File: config.mk
export PLATFORM = sky130hd
export DESIGN_NAME = imem_loader
export DESIGN_NICKNAME = d
export VERILOG_FILES = /design/src/rtl/imem_loader_pkg.sv /design/src/rtl/word_packer.sv /design/src/rtl/imem_loader.sv
export SDC_FILE = /design/constraint.sdc
export NUM_CORES = 1
export LEC_CHECK = 0
export ABC_CLOCK_PERIOD_IN_PS = 3200
export BUFFER_PORTS_ARGS = -buffer_cell sky130_fd_sc_hd__buf_2
export CORE_ASPECT_RATIO = 0.5
export CORE_MARGIN = 2
export CORE_UTILIZATION = 40
export DETAILED_ROUTE_END_ITERATION = 16
export SYNTH_ARGS = -nofsm -noshare
export SYNTH_HDL_FRONTEND = slang
export SYNTH_HIERARCHICAL = 1
export SYNTH_SLANG_ARGS = --single-unit
File: constraint.sdc
create_clock -name clk -period 3.2 [get_ports clk]
set_input_delay 0.32 -clock clk [delete_from_list [all_inputs] [get_ports clk]]
set_output_delay 0.32 -clock clk [all_outputs]
set_load 0.05 [all_outputs]
File: src/rtl/imem_loader_pkg.sv
// imem_loader_pkg: shared types and constants for the instruction memory loader.
// Ports: none (package). Optional checksum state is compiled in with IMEM_LOADER_CHECKSUM_EN.
// Provides loader_state_t, LEN_MAX (largest legal word count) and BYTES_PER_WORD.
package imem_loader_pkg;

  localparam int LEN_MAX        = 64;
  localparam int BYTES_PER_WORD = 4;

  typedef enum logic [2:0] {
    S_IDLE,
    S_LEN,
    S_BYTES,
    S_WRITE,
`ifdef IMEM_LOADER_CHECKSUM_EN
    S_CHK,
`endif
    S_DONE,
    S_ERR
  } loader_state_t;

endpackage

File: src/rtl/word_packer.sv
// word_packer: assembles four stream bytes into one little-endian 32-bit word.
// Ports: clk, reset (sync, active-high), clr (restart word), push, byte_data in;
//        word (packed word including the byte being pushed), full (4th byte pushed this cycle) out.
module word_packer
  import imem_loader_pkg::*;
(
  input  logic        clk,
  input  logic        reset,
  input  logic        clr,
  input  logic        push,
  input  logic [7:0]  byte_data,
  output logic [31:0] word,
  output logic        full
);

  // Only the first three bytes need storage: the fourth is taken straight
  // from byte_data in the cycle it is pushed, so the caller can register the
  // completed word on the same edge that accepts its last byte.
  logic [23:0] sr;
  logic [1:0]  cnt;

  always_ff @(posedge clk) begin
    if (reset || clr) begin
      sr  <= '0;
      cnt <= '0;
    end else if (push) begin
      sr  <= {byte_data, sr[23:8]};
      cnt <= cnt + 2'd1;  // wraps to 0 after the 4th byte
    end
  end

  assign word = {byte_data, sr};
  assign full = push && (cnt == 2'(BYTES_PER_WORD - 1));

endmodule

File: src/rtl/imem_loader.sv
// imem_loader: loads a length-prefixed byte stream into instruction memory, holding the core until done.
// Ports: clk, reset, start, in_data/in_valid/in_ready (byte stream), we/waddr/wdata (imem write),
//        cpu_hold, done, err. Define IMEM_LOADER_CHECKSUM_EN to add a trailing XOR checksum byte.
module imem_loader
  import imem_loader_pkg::*;
#(
  parameter int N      = 32,
  parameter int ADDR_W = 6
) (
  input  logic              clk,
  input  logic              reset,
  input  logic              start,
  input  logic [7:0]        in_data,
  input  logic              in_valid,
  output logic              in_ready,
  output logic              we,
  output logic [ADDR_W-1:0] waddr,
  output logic [N-1:0]      wdata,
  output logic              cpu_hold,
  output logic              done,
  output logic              err
);

  loader_state_t state, next;

  // One bit wider than the address so a full 64-word image ends at 64, not 0.
  logic [ADDR_W:0] len;
  logic [ADDR_W:0] widx;

  logic        xfer;
  logic        push;
  logic        pk_clr;
  logic [31:0] pk_word;
  logic        pk_full;

`ifdef IMEM_LOADER_CHECKSUM_EN
  logic [7:0] chk;
`endif

  assign xfer = in_valid && in_ready;
  assign push = xfer && (state == S_BYTES);

  word_packer u_packer (
    .clk       (clk),
    .reset     (reset),
    .clr       (pk_clr),
    .push      (push),
    .byte_data (in_data),
    .word      (pk_word),
    .full      (pk_full)
  );

  always_comb begin
    next   = state;
    pk_clr = (state == S_LEN);
    case (state)
      S_IDLE: if (start) next = S_LEN;
      S_LEN: begin
        if (xfer) begin
          if (in_data == 8'd0 || in_data > 8'(LEN_MAX)) next = S_ERR;
          else                                          next = S_BYTES;
        end
      end
      S_BYTES: if (pk_full) next = S_WRITE;
      S_WRITE: begin
        // widx was already bumped on entry to WRITE, so it counts words written.
        if (widx == len) begin
`ifdef IMEM_LOADER_CHECKSUM_EN
          next = S_CHK;
`else
          next = S_DONE;
`endif
        end else begin
          next = S_BYTES;
        end
      end
`ifdef IMEM_LOADER_CHECKSUM_EN
      S_CHK: if (xfer) next = (in_data == chk) ? S_DONE : S_ERR;
`endif
      S_DONE:  if (start) next = S_LEN;
      S_ERR:   if (start) next = S_LEN;
      default: next = S_IDLE;
    endcase
  end

  always_ff @(posedge clk) begin
    if (reset) begin
      state    <= S_IDLE;
      len      <= '0;
      widx     <= '0;
      in_ready <= 1'b0;
      we       <= 1'b0;
      waddr    <= '0;
      wdata    <= '0;
      cpu_hold <= 1'b1;
      done     <= 1'b0;
      err      <= 1'b0;
`ifdef IMEM_LOADER_CHECKSUM_EN
      chk      <= '0;
`endif
    end else begin
      state <= next;

      // Outputs are decoded from the next state so they are registered yet
      // line up with the state they describe.
`ifdef IMEM_LOADER_CHECKSUM_EN
      in_ready <= (next == S_LEN) || (next == S_BYTES) || (next == S_CHK);
`else
      in_ready <= (next == S_LEN) || (next == S_BYTES);
`endif
      we       <= (next == S_WRITE);
      done     <= (next == S_DONE);
      err      <= (next == S_ERR);
      cpu_hold <= (next != S_DONE);

      if (state == S_LEN && xfer) begin
        len  <= in_data[ADDR_W:0];
        widx <= '0;
      end

      if (pk_full) begin
        waddr <= widx[ADDR_W-1:0];
        wdata <= pk_word;
        widx  <= widx + 1'b1;
      end

`ifdef IMEM_LOADER_CHECKSUM_EN
      if (state == S_LEN && xfer) chk <= '0;
      else if (push)              chk <= chk ^ in_data;
`endif
    end
  end

endmodule
Word level (Yosys, flattened, before mapping):

Cells that the tools add are included.

* output and inout bits: 43
* bits in registers: 86
* word-level logic and storage cells: 47
* bits of input ports: 12

* equality and inequality tests: 13
* add/subtract/negate cells: 2
* reduce and logical (&&, ||, !) cells: 11
* multiplexer cells: 8
* order comparisons: 1

Operators with widths (number)
* 3-bit two-way mux: 5
* 7-bit two-way mux: 2
* 3-bit by 2-bit == test with 1-bit output, second input constant: 4
* 3-bit == test, second input constant: 4
* 3-bit case mux with 4 select lines: 1
* 8-bit by 7-bit > comparator with 1-bit output, second input constant: 1
* 8-bit zero test: 1
* 7-bit by 1-bit adder with 7-bit output, second input constant: 1
* 7-bit == test: 1
* 3-bit by 1-bit == test with 1-bit output, second input constant: 2
* 1-bit logical AND: 4
* 3-bit zero test: 1
* 1-bit logical OR: 3
* 3-bit != test, second input constant: 1
* 3-bit OR reduction: 1
* 2-bit by 1-bit adder with 2-bit output, second input constant: 1
* 2-bit == test, second input constant: 1
* 2-bit nonzero test: 1

Depth between registers and ports, before layout:

Gate-level depths: netlist (run 1).

* depth after elaboration: 7
* mapped depth: 10
* mapped depth without buffers: 6

Modules after synthesis:

The synthesis (run 1) kept the hierarchy.

Modules (own cells, without submodules)
* imem_loader: cells an instance 250, area each 2381.0 um2, seq. area each 1201.2 um2, times used 1
* word_packer: cells an instance 95, area each 1039.7 um2, seq. area each 520.5 um2, times used 1

Least setup slack after synthesis (run 1):

OpenSTA, ideal clock, no wires.

* path type: register to register
* from: reg in_ready
* to: reg wdata[21]
* setup time: 0.128 ns
* arrival time: 2.396 ns
* path slack: 0.676 ns
* data required time: 3.072 ns
* path buffers: 4
* clock period less this slack: 2.524 ns
* cell stages (with the launch flop): 10
* cell sequence: dfxtp_1 -> nand2_1 -> nor3_1 -> buf_6 -> buf_6 -> and2_1 -> clkbuf_1 -> buf_1 -> mux2i_1 -> nor2_1

* word-level cells in the longest chain between the ends: 3

RTL lines
* start: declaration: RTL line imem_loader.sv:15 `output logic in_ready,`
* start signal: assignment: RTL line imem_loader.sv:109 `in_ready <= (next == S_LEN) || (next == S_BYTES);`
* 1-bit logical AND: RTL line imem_loader.sv:40 `assign xfer = in_valid && in_ready;`
* 1-bit logical AND: RTL line imem_loader.sv:41 `assign push = xfer && (state == S_BYTES);`
* named net push: RTL line imem_loader.sv:31 `logic push;`
* 1-bit logical AND: RTL line word_packer.sv:33 `assign full = push && (cnt == 2'(BYTES_PER_WORD - 1));`
* named net pk_full: RTL line imem_loader.sv:34 `logic pk_full;`
* end signal: assignment: RTL line imem_loader.sv:123 `wdata <= pk_word;`
* end: declaration: RTL line imem_loader.sv:18 `output logic [N-1:0] wdata,`

The timed path passes the listed nets, and every way through them passes these cells.
A chain may end at the register's enable or synchronous reset.

Final worst setup path (run 1):

* from: reg state[1]
* to: reg wdata[4]

* word-level cells in the longest chain between the ends: 3

RTL lines
* start: declaration: RTL line imem_loader.sv:24 `loader_state_t state, next;`
* start signal: assignment: RTL line imem_loader.sv:102 `state <= next;`
* 3-bit by 2-bit == test with 1-bit output: RTL line imem_loader.sv:41
* 1-bit logical AND: RTL line imem_loader.sv:41
* named net push: RTL line imem_loader.sv:31
* 1-bit logical AND: RTL line word_packer.sv:33
* named net pk_full: RTL line imem_loader.sv:34

The timed path passes the listed nets, and every way through them passes these cells.

==> results of run 1 <==
## final timing paths
kind                                 end  slack, ns  cells after the start
worst max-delay path            wdata[4]       1.03                      6
worst min register to register    len[4]       0.47                      2
worst max register to register  wdata[4]       1.03                      6
worst min-delay path              len[3]       0.26                      3
## placed cells by master, fill, tap and decap left out, drive strengths merged
master / n
a211oi: 1
a21oi: 16
a221oi: 1
a22oi: 1
a31oi: 1
and2: 3
and3: 2
and3b: 1
buf: 58
bufinv: 2
clkbuf: 9
clkinv: 2
clkinvlp: 2
dfxtp: 86
ha: 2
inv: 3
mux2i: 64
nand2: 19
nand2b: 5
nand3: 2
nand3b: 6
nand4: 2
nor2: 74
nor2b: 2
nor3: 1
nor3b: 1
nor4: 2
nor4b: 2
o211ai: 1
o21ai: 1
or2: 3
or2b: 1
or3b: 1
xnor2: 5
xor2: 8
## routing by layer
metal / vias to the layer above / GRT usage
li1: 1221 / -
met1: 1132 / 0.217
met2: 49 / 0.249
met3: 6 / 0.0680
met4: 0 / 0.0374
met5: - / 0
## cell type report
cell class / count / area, um^2 / area share
multi-input combinational: 228 / 1500 / 0.376
tap: 112 / 140 / 0.0351
clock buffer: 9 / 225 / 0.0564
clock inverter: 7 / 97.6 / 0.0244
timing repair buffer: 58 / 300 / 0.0752
inverter: 2 / 7.51 / 0.00188
sequential: 86 / 1720 / 0.431
## metrics by stage
step	hold slack [ns]	std cells
after floorplan	0.448	345
after global placement	0.459	486
after detailed placement	0.464	486
after CTS	0.248	502
after global routing	0.260	502
final	0.263	502
## power by group through the flow
stage / clock network, W / logic [W] / registers, W
floorplan: 0 / 0.0000558 / 0.00111
global placement: 0 / 0.0000708 / 0.00110
detailed placement: 0 / 0.0000719 / 0.00110
CTS: 0.00115 / 0.0000727 / 0.00108
global route: 0.00120 / 0.0000792 / 0.00108
finish: 0.00112 / 0.0000720 / 0.00108
## cells by family (layout without fill, tap and decap cells)
| logic type | after synthesis | after routing | synth area share |
|---|---|---|---|
| buf+inv | 31 | 76 | 0.0593 |
| mux | 64 | 64 | 0.187 |
| flops | 86 | 86 | 0.503 |
| xor+xnor | 13 | 13 | 0.0333 |
| simple gates | 127 | 127 | 0.170 |
| compound gates | 22 | 22 | 0.0391 |
| fa+ha+maj | 2 | 2 | 0.00731 |
## critical path: stages, from the launching register on
cell and delay, ns:
dfxtp_1 0.46, nand2b_1 0.13, nor3_2 0.15, and2_2 0.57
buf_4 0.41, mux2i_1 0.24, nor2_1 0.06
## state kept, by name (all words and copies together), names as in the netlist
register,count
cpu_hold,1
done,1
err,1
in_ready,1
len,7
state,3
u_packer/cnt,2
u_packer/sr,24
waddr,6
wdata,32
we,1
widx,7
==> results.md, run 1 <==
- Placed Area: between 0.003 and 0.004 mm^2
- Num rows: 23
- Most common cell in the netlist: dfxtp_1
- Yosys top cell area share: 0.503
- Post-synth top area cell: dfxtp_1
- Worst Path Required: 3.40 ns
- DRC viols: 0
- Initial antenna violation count: 0
- CTS hold repair buffers: 0
- Net Sw Frac: 0.216
- Fin. max-slew vios: 0
- Sequential share of power: 0.476
- Post-DP HPWL: 4.70 mm
- # resized after CTS: 0
- Final Worst Setup Slack: between 1 and 1.5 ns
- GRT overflow: 0
- Async S/R FF share, synth: 0
- RSZ-0062 raised after global routing: no
- TNS Setup: 0 ns
- Final core utilization: 0.491
- DR iter-0 viols: ~130
- Post-CTS setup buffer count: 0
- Hold Path Class: input port to flip-flop
- Final worst path period need: around 2.2 ns
- Synth Register Bits: 86
- First-pass GRT wire length: around 12 mm
- Largest net degree at the start of global routing: 60
- Synth Area per Inst: about 10 um^2
- Core area: between 0.008 and 0.009 mm^2
- Nets: between 300 and 400
- Crit end category: flip-flop
- Worst ir drop on vdd: 0.265 mV
- Fin Clk Skew: around 0.0069 ns
- Sequential area share after synthesis: 0.503
- RR Startpoint: state[1]
- Final Hold Viols: 0
- Yosys cell types: 39
- Final Cell Area: around 0.0040 mm^2
- Maxcap violations: 0
- Logic pwr share: 0.032
- Fin crit share: 0.678
- Clk slew on worst S/H paths: 0.07 ns
- I/O pin count: 55
- GRT Resource Usage Total: 0.164
- Yosys warnings: 6
- Synth Cell Area: around 0.0034 mm^2
- Max_slew headroom: 0.352
- Synth Flop Type: dfxtp_1
- Clock Power Share: 0.492
- Fill cells: 767
- Place WS: around 1.0 ns
- Max FO, Critical Path: 23
- Via count: between 2000 and 2500
- Routed Antenna Nets: 0
- WL per Instance: around 14 um
- Routed wl met3: 406 um
- DR pass1 iterations: 4
- Met2 routed WL: 3.04 mm
- Initial cell density of the core: 0.420
- WL final: 7.10 mm
- P&R area growth vs syn: 16.8%
- Crit path launch type: flip-flop
- Clk root buf: clkbuf_16
- Worst Setup Path Type: flip-flop to flip-flop
- Largest cells by area after synthesis: dfxtp_1 50%, mux2i_1 19%, nor2_1 8.0%, a21oi_1 2.3%, nand2_1 2.1%
- Insertion delay to the later sink of the worst-skew pair: ~0.34 ns
- Die H: about 70 um
- Sw power: ~0.00049 W
- Hold Startpoint: in_data[3]
- Crit path DAT: 2.37 ns
- Int Power: roughly 0.0018 W
- Overall Power: between 0.002 and 0.0025 W
- Die footprint: about 0.0094 mm^2
- Outcome: completed
- Least-Margin Pin Slew: roughly 1 ns
- Critical Path Source: state[1]
- DIE WIDTH: 135 um
- H-tree depth: 3
- Inserted Clock Buffers: 9
- Final setup fails: 0
- Maximum clock rate: between 0.4 and 0.5 GHz
- Clk buf depth: 2
- Clock sinks: 86
- Via density: between 4 and 5
- Leakage power: around 1.5 nW
- Syn nets: ~360
- Number of inserted diodes: 0
- Met1 Wirelength: ~3.6 mm
- Final Wtd Congestion: between 0.7 and 0.8
- DR top layer: met4
- Post-synth top cells: 86 x dfxtp_1, 73 x nor2_1, 64 x mux2i_1
- CTS tree: yes
- Post-synth EDFFs: 0
- Vias in the first global route: between 2000 and 2500
- Layout cells sized above 1: 0.208
- Power per Cell Area: 569 mW/mm^2
- Syn Inst Count: about 350
- I/O Buffers: 54
No activity file was read; power rests on OpenSTA's default activity.
==> inputs of run 2 (changes only) <==
- ABC_CLOCK_PERIOD_IN_PS: 3200 -> 2009
- clock period: 3.2 -> 2.01 ns (I/O delays scaled with it)
==> run 2 against run 1 <==
Net effect: final cell count increased by 1.2%; non-clock buffer count increased by 6; sequential power increased by 59%; total power increased by 56%; critical endpoint is now wdata[12].
==> results.md, run 2 (synthesized netlist as in run 1, its figures left out) <==
- Outcome: completed (unchanged)
- Final Wtd Congestion: 0.841 (was 0.795)
- Clk root buf: clkbuf_16 (unchanged)
- Fin crit share: 0.896 (was 0.678)
- Storage cell area: 0.00173 mm^2 (was 0.00172 mm^2)
- Placed insts: 492 (was 486)
- Crit path DAT: 2.01 ns (was 2.37 ns)
- H-tree depth: 3 (unchanged)
- # resized after CTS: 0 (unchanged)
- Critical Path Source: state[1] (unchanged)
- GRT overflow: 0 (unchanged)
- Top Registers: wdata (32), u_packer/sr (24) (unchanged)
- DR pass1 iterations: 4 (unchanged)
- Clk buf depth: 2 (unchanged)
- Power per Cell Area: 876 mW/mm^2 (was 569 mW/mm^2)
- Fill cells: 761 (was 767)
- Layout cells sized above 1: 0.220 (was 0.208)
- TNS Setup: 0 ns (unchanged)
- Multi-input gate area: 0.00150 mm^2 (unchanged)
- Final worst path period need: 1.80 ns (was 2.17 ns)
- Nets: 405 (was 399)
- I/O Buffers: 54 (unchanged)
- Reg2reg end: wdata[12] (was wdata[4])
- CP Depth: 6 (unchanged)
- CTS hold repair buffers: 0 (unchanged)
- Insertion delay to the later sink of the worst-skew pair: 0.33 ns (was 0.34 ns)
- Final Worst Setup Slack: 0.210 ns (was 1.03 ns)
- Hold slack: 0.145 ns (was 0.263 ns)
- Non-Filler Instances: 508 (was 502)
- Place WS: 0.246 ns (was 1.04 ns)
- Initial antenna violation count: 0 (unchanged)
- Initial cell density of the core: 0.420 (unchanged)
- Max incr delay on CP: 0.45 ns (was 0.57 ns)
- Cells along the critical path: nand2b_1 > nor3_2 > and2_2 > buf_12 > mux2i_1 > nor2_1 (was nand2b_1 > nor3_2 > and2_2 > buf_4 > mux2i_1 > nor2_1)
- Post-DP HPWL: 4.74 mm (was 4.70 mm)
- Least-Margin Pin Slew: 0.458 ns (was 0.972 ns)
- Clock sinks: 86 (unchanged)
- DR iter-0 viols: 163 (was 126)
- Inserted Clock Buffers: 9 (unchanged)
- Largest net degree at the start of global routing: 27 (was 60)
- Die H: 69.4 um (unchanged)
- Post-CTS setup buffer count: 0 (unchanged)
- Number of inserted diodes: 0 (unchanged)
- First-pass GRT wire length: 11.9 mm (was 12.1 mm)
- Commonest non-fill, non-tap cell in the layout: dfxtp_1 (unchanged)
- Leading cell types in the layout, fill and taps excluded: 85 x dfxtp_1, 73 x nor2_1, 64 x mux2i_1 (was 86 x dfxtp_1, 73 x nor2_1, 64 x mux2i_1)
- Hold Path Class: input port to flip-flop (unchanged)
- DRC viols: 0 (unchanged)
- Maximum clock rate: 0.555 GHz (was 0.461 GHz)
- Max FO, Critical Path: 24 (was 23)
- Crit path launch type: flip-flop (unchanged)
- P&R area growth vs syn: 18.2% (was 16.8%)
- Routed Antenna Nets: 0 (unchanged)
- R2R Setup Slk: 0.21 ns (was 1.03 ns)
- Overall Power: 0.00354 W (was 0.00227 W)
- Fin Clk Skew: 0.00505 ns (was 0.00686 ns)
- Largest register FFs: 32 (unchanged)
- CP max-delay cell: dfxtp_1 (was and2_2)
- Via count: 2455 (was 2408)
- I/O pin count: 55 (unchanged)
- Worst-case reg-to-reg path depth: 6 (unchanged)
- Leakage power: 1.58 nW (was 1.55 nW)
- Delay-heaviest family, CP: simple AND/OR/NAND/NOR gates (unchanged)
- Max_slew headroom: 0.694 (was 0.352)
- Die footprint: 0.00935 mm^2 (unchanged)
- Worst ir drop on vdd: 0.456 mV (was 0.265 mV)
- Core area: 0.00814 mm^2 (unchanged)
- Num rows: 23 (unchanged)
- Maxcap violations: 0 (unchanged)
- Reg with most FFs: wdata (unchanged)
- Final setup fails: 0 (unchanged)
- RSZ-0062 raised after global routing: no (unchanged)
- GRT Resource Usage Total: 0.160 (was 0.164)
- RR Startpoint: state[1] (unchanged)
- CTS tree: yes (unchanged)
- Buffers and inverters on the worst path: 1 (unchanged)
- Via density: 4.83 (was 4.80)
- Fin. max-slew vios: 0 (unchanged)
- Final Hold Viols: 0 (unchanged)
- Vias in the first global route: 2377 (was 2445)
- DIE WIDTH: 135 um (unchanged)
- Crit end category: flip-flop (unchanged)
- WL final: 7.01 mm (was 7.10 mm)
- Clk slew on worst S/H paths: 0.06 ns (was 0.07 ns)
- Worst Setup Path Type: flip-flop to flip-flop (unchanged)
- WL per Instance: 13.8 um (was 14.1 um)
- Worst Path Required: 2.22 ns (was 3.40 ns)
- End of the critical path: wdata[12] (was wdata[4])
==> run 2: cell count changes in the layout (fill, tap and decap cells not counted), sizes merged <==
| cell | previous run | this run |
|---|---|---|
| clkinv | 2 | 0 |
| inv | 3 | 4 |
| clkbuf | 9 | 12 |
| clkinvlp | 2 | 1 |
| buf | 58 | 64 |
| bufinv | 2 | 1 |
==> run 2: per-layer routing <==
layer  up-vias  GRT usage  wire [um]
li1       1240          -          -
met1      1152      0.216       3580
met2        56      0.239       3040
met3         7     0.0541        314
met4         0     0.0561         76
met5         -          0          0
==> run 2: stage by stage <==
| stage | utilization | cell area [um^2] |
|---|---|---|
| floorplan | - | 3440 |
| global placement | 0.458 | 3730 |
| detailed placement | 0.458 | 3730 |
| CTS | 0.496 | 4040 |
| global route | 0.496 | 4040 |
| finish | 0.496 | 4040 |
==> run 2: worst min path at each step <==
stage / startpoint / endpoint / cells after the start
floorplan: in_data[0] / len[0] / 2
global placement: len[4] / len[4] / 2
detailed placement: len[5] / len[5] / 2
CTS: in_data[3] / len[3] / 3
global route: in_data[3] / len[3] / 3
finish: in_data[2] / len[2] / 3
==> run 2: layout make-up <==
| cell class | instances | share of cell area |
|---|---|---|
| sequential | 86 | 0.427 |
| multi-input combinational | 228 | 0.372 |
| tap | 112 | 0.0347 |
| clock inverter | 4 | 0.0130 |
| timing repair buffer | 64 | 0.0885 |
| inverter | 2 | 0.00186 |
| clock buffer | 12 | 0.0634 |
==> run 2: power breakdown <==
group	total [W]	leakage (nW)	switching [W]	internal, W
registers	0.00172	0.694	0.00000790	0.00171
logic	0.000122	0.734	0.0000845	0.0000378
clock network	0.00170	0.150	0.000662	0.00104
total	0.00354	1.58	0.000755	0.00279
==> run 2: worst reg2reg max path: cells and delay by family, from the launching register on <==
kind | cells | cell delay [ns]
buf+inv | 1 | 0.26
flops | 1 | 0.45
mux | 1 | 0.24
simple gates | 4 | 0.73
==> inputs of run 3 (changes only) <==
- CTS_BUF_LIST: not set -> sky130_fd_sc_hd__clkbuf_8
- REMOVE_ABC_BUFFERS: not set -> 1
==> run 3 against run 2 <==
Net effect: first-iteration DRC count is 30% lower; register-to-register slack worse by 0.02 ns; sequential share of layout area is 0.95 points higher; clock skew hardly changed; total power is 14% lower; maximum frequency is 0.83% lower; count of clock-buffer cells in the layout is 1 lower; setup slack worse by 0.015 ns; global-route usage is 0.67 points lower; final cell count is 0.39% higher; routed wire length is 5.7% lower; critical path type unchanged; critical endpoint is now done; highest routed layer unchanged.
==> results.md, run 3 (synthesized netlist as in run 1, its figures left out) <==
- DIE WIDTH: 135 um (unchanged)
- Grt met2 use: 0.254 (was 0.239)
- Maximum clock rate: 0.551 GHz (was 0.555 GHz)
- Leakage power: 1.54 nW (was 1.58 nW)
- GRT overflow: 0 (unchanged)
- Sw power: 0.000662 W (was 0.000755 W)
- Least-Margin Pin Slew: 0.424 ns (was 0.458 ns)
- RSZ-0062 raised after global routing: no (unchanged)
- Post-DP HPWL: 4.74 mm (about the same)
- Outcome: completed (unchanged)
- GR Util met1: 0.184 (was 0.216)
- Die footprint: 0.00935 mm^2 (unchanged)
- Die H: 69.4 um (unchanged)
- DRC viols: 0 (unchanged)
- Core area: 0.00814 mm^2 (unchanged)
- Initial antenna violation count: 0 (unchanged)
- Fin. max-slew vios: 0 (unchanged)
- Number of inserted diodes: 0 (unchanged)
- Via count: 2363 (was 2455)
- Final Hold Viols: 0 (unchanged)
- Worst Setup Path Type: flip-flop to flip-flop (unchanged)
- Clock sinks: 86 (unchanged)
- Maxcap violations: 0 (unchanged)
- Overall Power: 0.00304 W (was 0.00354 W)
- Grt peak-use layer: met2 (unchanged)
- Worst Path Required: 2.31 ns (was 2.22 ns)
- Post-CTS setup buffer count: 0 (unchanged)
- Hold slack: 0.131 ns (was 0.145 ns)
- Worst ir drop on vdd: 0.365 mV (was 0.456 mV)
- DR iter-0 viols: 114 (was 163)
- Power per Cell Area: 772 mW/mm^2 (was 876 mW/mm^2)
- Final setup fails: 0 (unchanged)
- P&R area growth vs syn: 15.4% (was 18.2%)
- Crit path DAT: 2.11 ns (was 2.01 ns)
- Insertion delay to the later sink of the worst-skew pair: 0.35 ns (was 0.33 ns)
- Largest register FFs: 32 (unchanged)
- Clk root buf: clkbuf_8 (was clkbuf_16)
- CTS tree: yes (unchanged)
- Layout cells sized above 1: 0.219 (was 0.220)
- WL final: 6.61 mm (was 7.01 mm)
- I/O pin count: 55 (unchanged)
- Vias in the first global route: 2428 (was 2377)
- Final worst path period need: 1.82 ns (was 1.80 ns)
- Final Worst Setup Slack: 0.195 ns (was 0.210 ns)
- Fin Clk Skew: 0.00538 ns (was 0.00505 ns)
- Largest net degree at the start of global routing: 27 (unchanged)
- Final core utilization: 0.485 (was 0.496)
- Clk slew on worst S/H paths: 0.08 ns (was 0.06 ns)
- Clock Power Share: 0.394 (was 0.480)
- DR pass1 iterations: 4 (unchanged)
- Final Wtd Congestion: 0.796 (was 0.841)
- H-tree depth: 3 (unchanged)
- Crit path launch type: flip-flop (unchanged)
- Initial cell density of the core: 0.420 (unchanged)
- Max FO, Critical Path: 6 (was 24)
- Inserted Clock Buffers: 9 (unchanged)
- Clk buf depth: 2 (unchanged)
- Fin crit share: 0.903 (was 0.896)
- Num rows: 23 (unchanged)
- Place WS: 0.215 ns (was 0.246 ns)
- Nets: 407 (was 405)
- CTS hold repair buffers: 0 (unchanged)
- Via density: 4.63 (was 4.83)
- Top Registers: wdata (32), u_packer/sr (24) (unchanged)
- Int Power: 0.00238 W (was 0.00279 W)
- Hold Path Class: input port to flip-flop (unchanged)
- Net Sw Frac: 0.217 (was 0.213)
- Non-Filler Instances: 510 (was 508)
- Met3 Use GR: 0.0475 (was 0.0541)
- Logic pwr share: 0.042 (was 0.035)
- Commonest non-fill, non-tap cell in the layout: dfxtp_1 (unchanged)
- GRT Resource Usage Total: 0.153 (was 0.160)
- WL per Instance: 13.0 um (was 13.8 um)
- First-pass GRT wire length: 11.4 mm (was 11.9 mm)
- Leading cell types in the layout, fill and taps excluded: 86 x dfxtp_1, 73 x nor2_1, 64 x mux2i_1 (was 85 x dfxtp_1, 73 x nor2_1, 64 x mux2i_1)
- Fill cells: 802 (was 761)
- Sequential share of power: 0.564 (was 0.486)
- Placed insts: 494 (was 492)
- Reg with most FFs: wdata (unchanged)
- # resized after CTS: 0 (unchanged)
- I/O Buffers: 54 (unchanged)
- Crit end category: flip-flop (unchanged)
- Max_slew headroom: 0.717 (was 0.694)
- Routed Antenna Nets: 0 (unchanged)
run 3: cell count changes in the layout (fill, tap and decap cells not counted), moves of 2 or more:
cell,delta
buf_4,+2
clkbuf_8,+9
inv_1,+2
clkbuf_16,-9
run 3: worst paths after layout:
check / depth (start not counted) / endpoint / slack [ns] / from
setup reg to reg: 5 / done / 0.19 / state[0]
hold reg to reg: 2 / len[4] / 0.47 / len[4]
setup / recovery: 5 / done / 0.19 / state[0]
hold / removal: 3 / len[3] / 0.13 / in_data[3]
run 3: stage by stage:
stage               TNS (ns)  cell area, um^2
floorplan            -232.63             3230
global placement           0             3740
detailed placement         0             3740
CTS                        0             3950
global route               0             3950
finish                     0             3950
run 3: metal layers:
| layer | vias up | wire, um |
|---|---|---|
| met2 | 31 | 3100 |
| met1 | 1098 | 3220 |
| li1 | 1232 | - |
| met3 | 2 | 259 |
| met5 | - | 0 |
| met4 | 0 | 34 |
run 3: critical path: stages, from the launching register on:
cell	delay, ns
dfxtp_1	0.45
or3b_4	0.43
a211oi_2	0.20
nand2_1	0.12
a221oi_2	0.36
and3b_1	0.21
run 3: power groups by stage:
| stage | clock network [W] | registers (W) | logic, W |
|---|---|---|---|
| 2_1_floorplan | 0 | 0.00177 | 0.0000482 |
| 3_3_place_gp | 0 | 0.00176 | 0.000125 |
| 3_5_place_dp | 0 | 0.00176 | 0.000127 |
| 4_1_cts | 0.00125 | 0.00172 | 0.000128 |
| 5_1_grt | 0.00134 | 0.00172 | 0.000139 |
| 6_report | 0.00120 | 0.00172 | 0.000126 |
run 3: cell type report:
type                            instances  area (um^2)  share of cell area
Multi-Input combinational cell        228         1500               0.381
Sequential cell                        86         1720               0.436
Clock inverter                          5         50.0              0.0127
Inverter                                2         7.51             0.00190
Clock buffer                           11          151              0.0384
Tap cell                              112          140              0.0355
Timing Repair Buffer                   66          373              0.0945
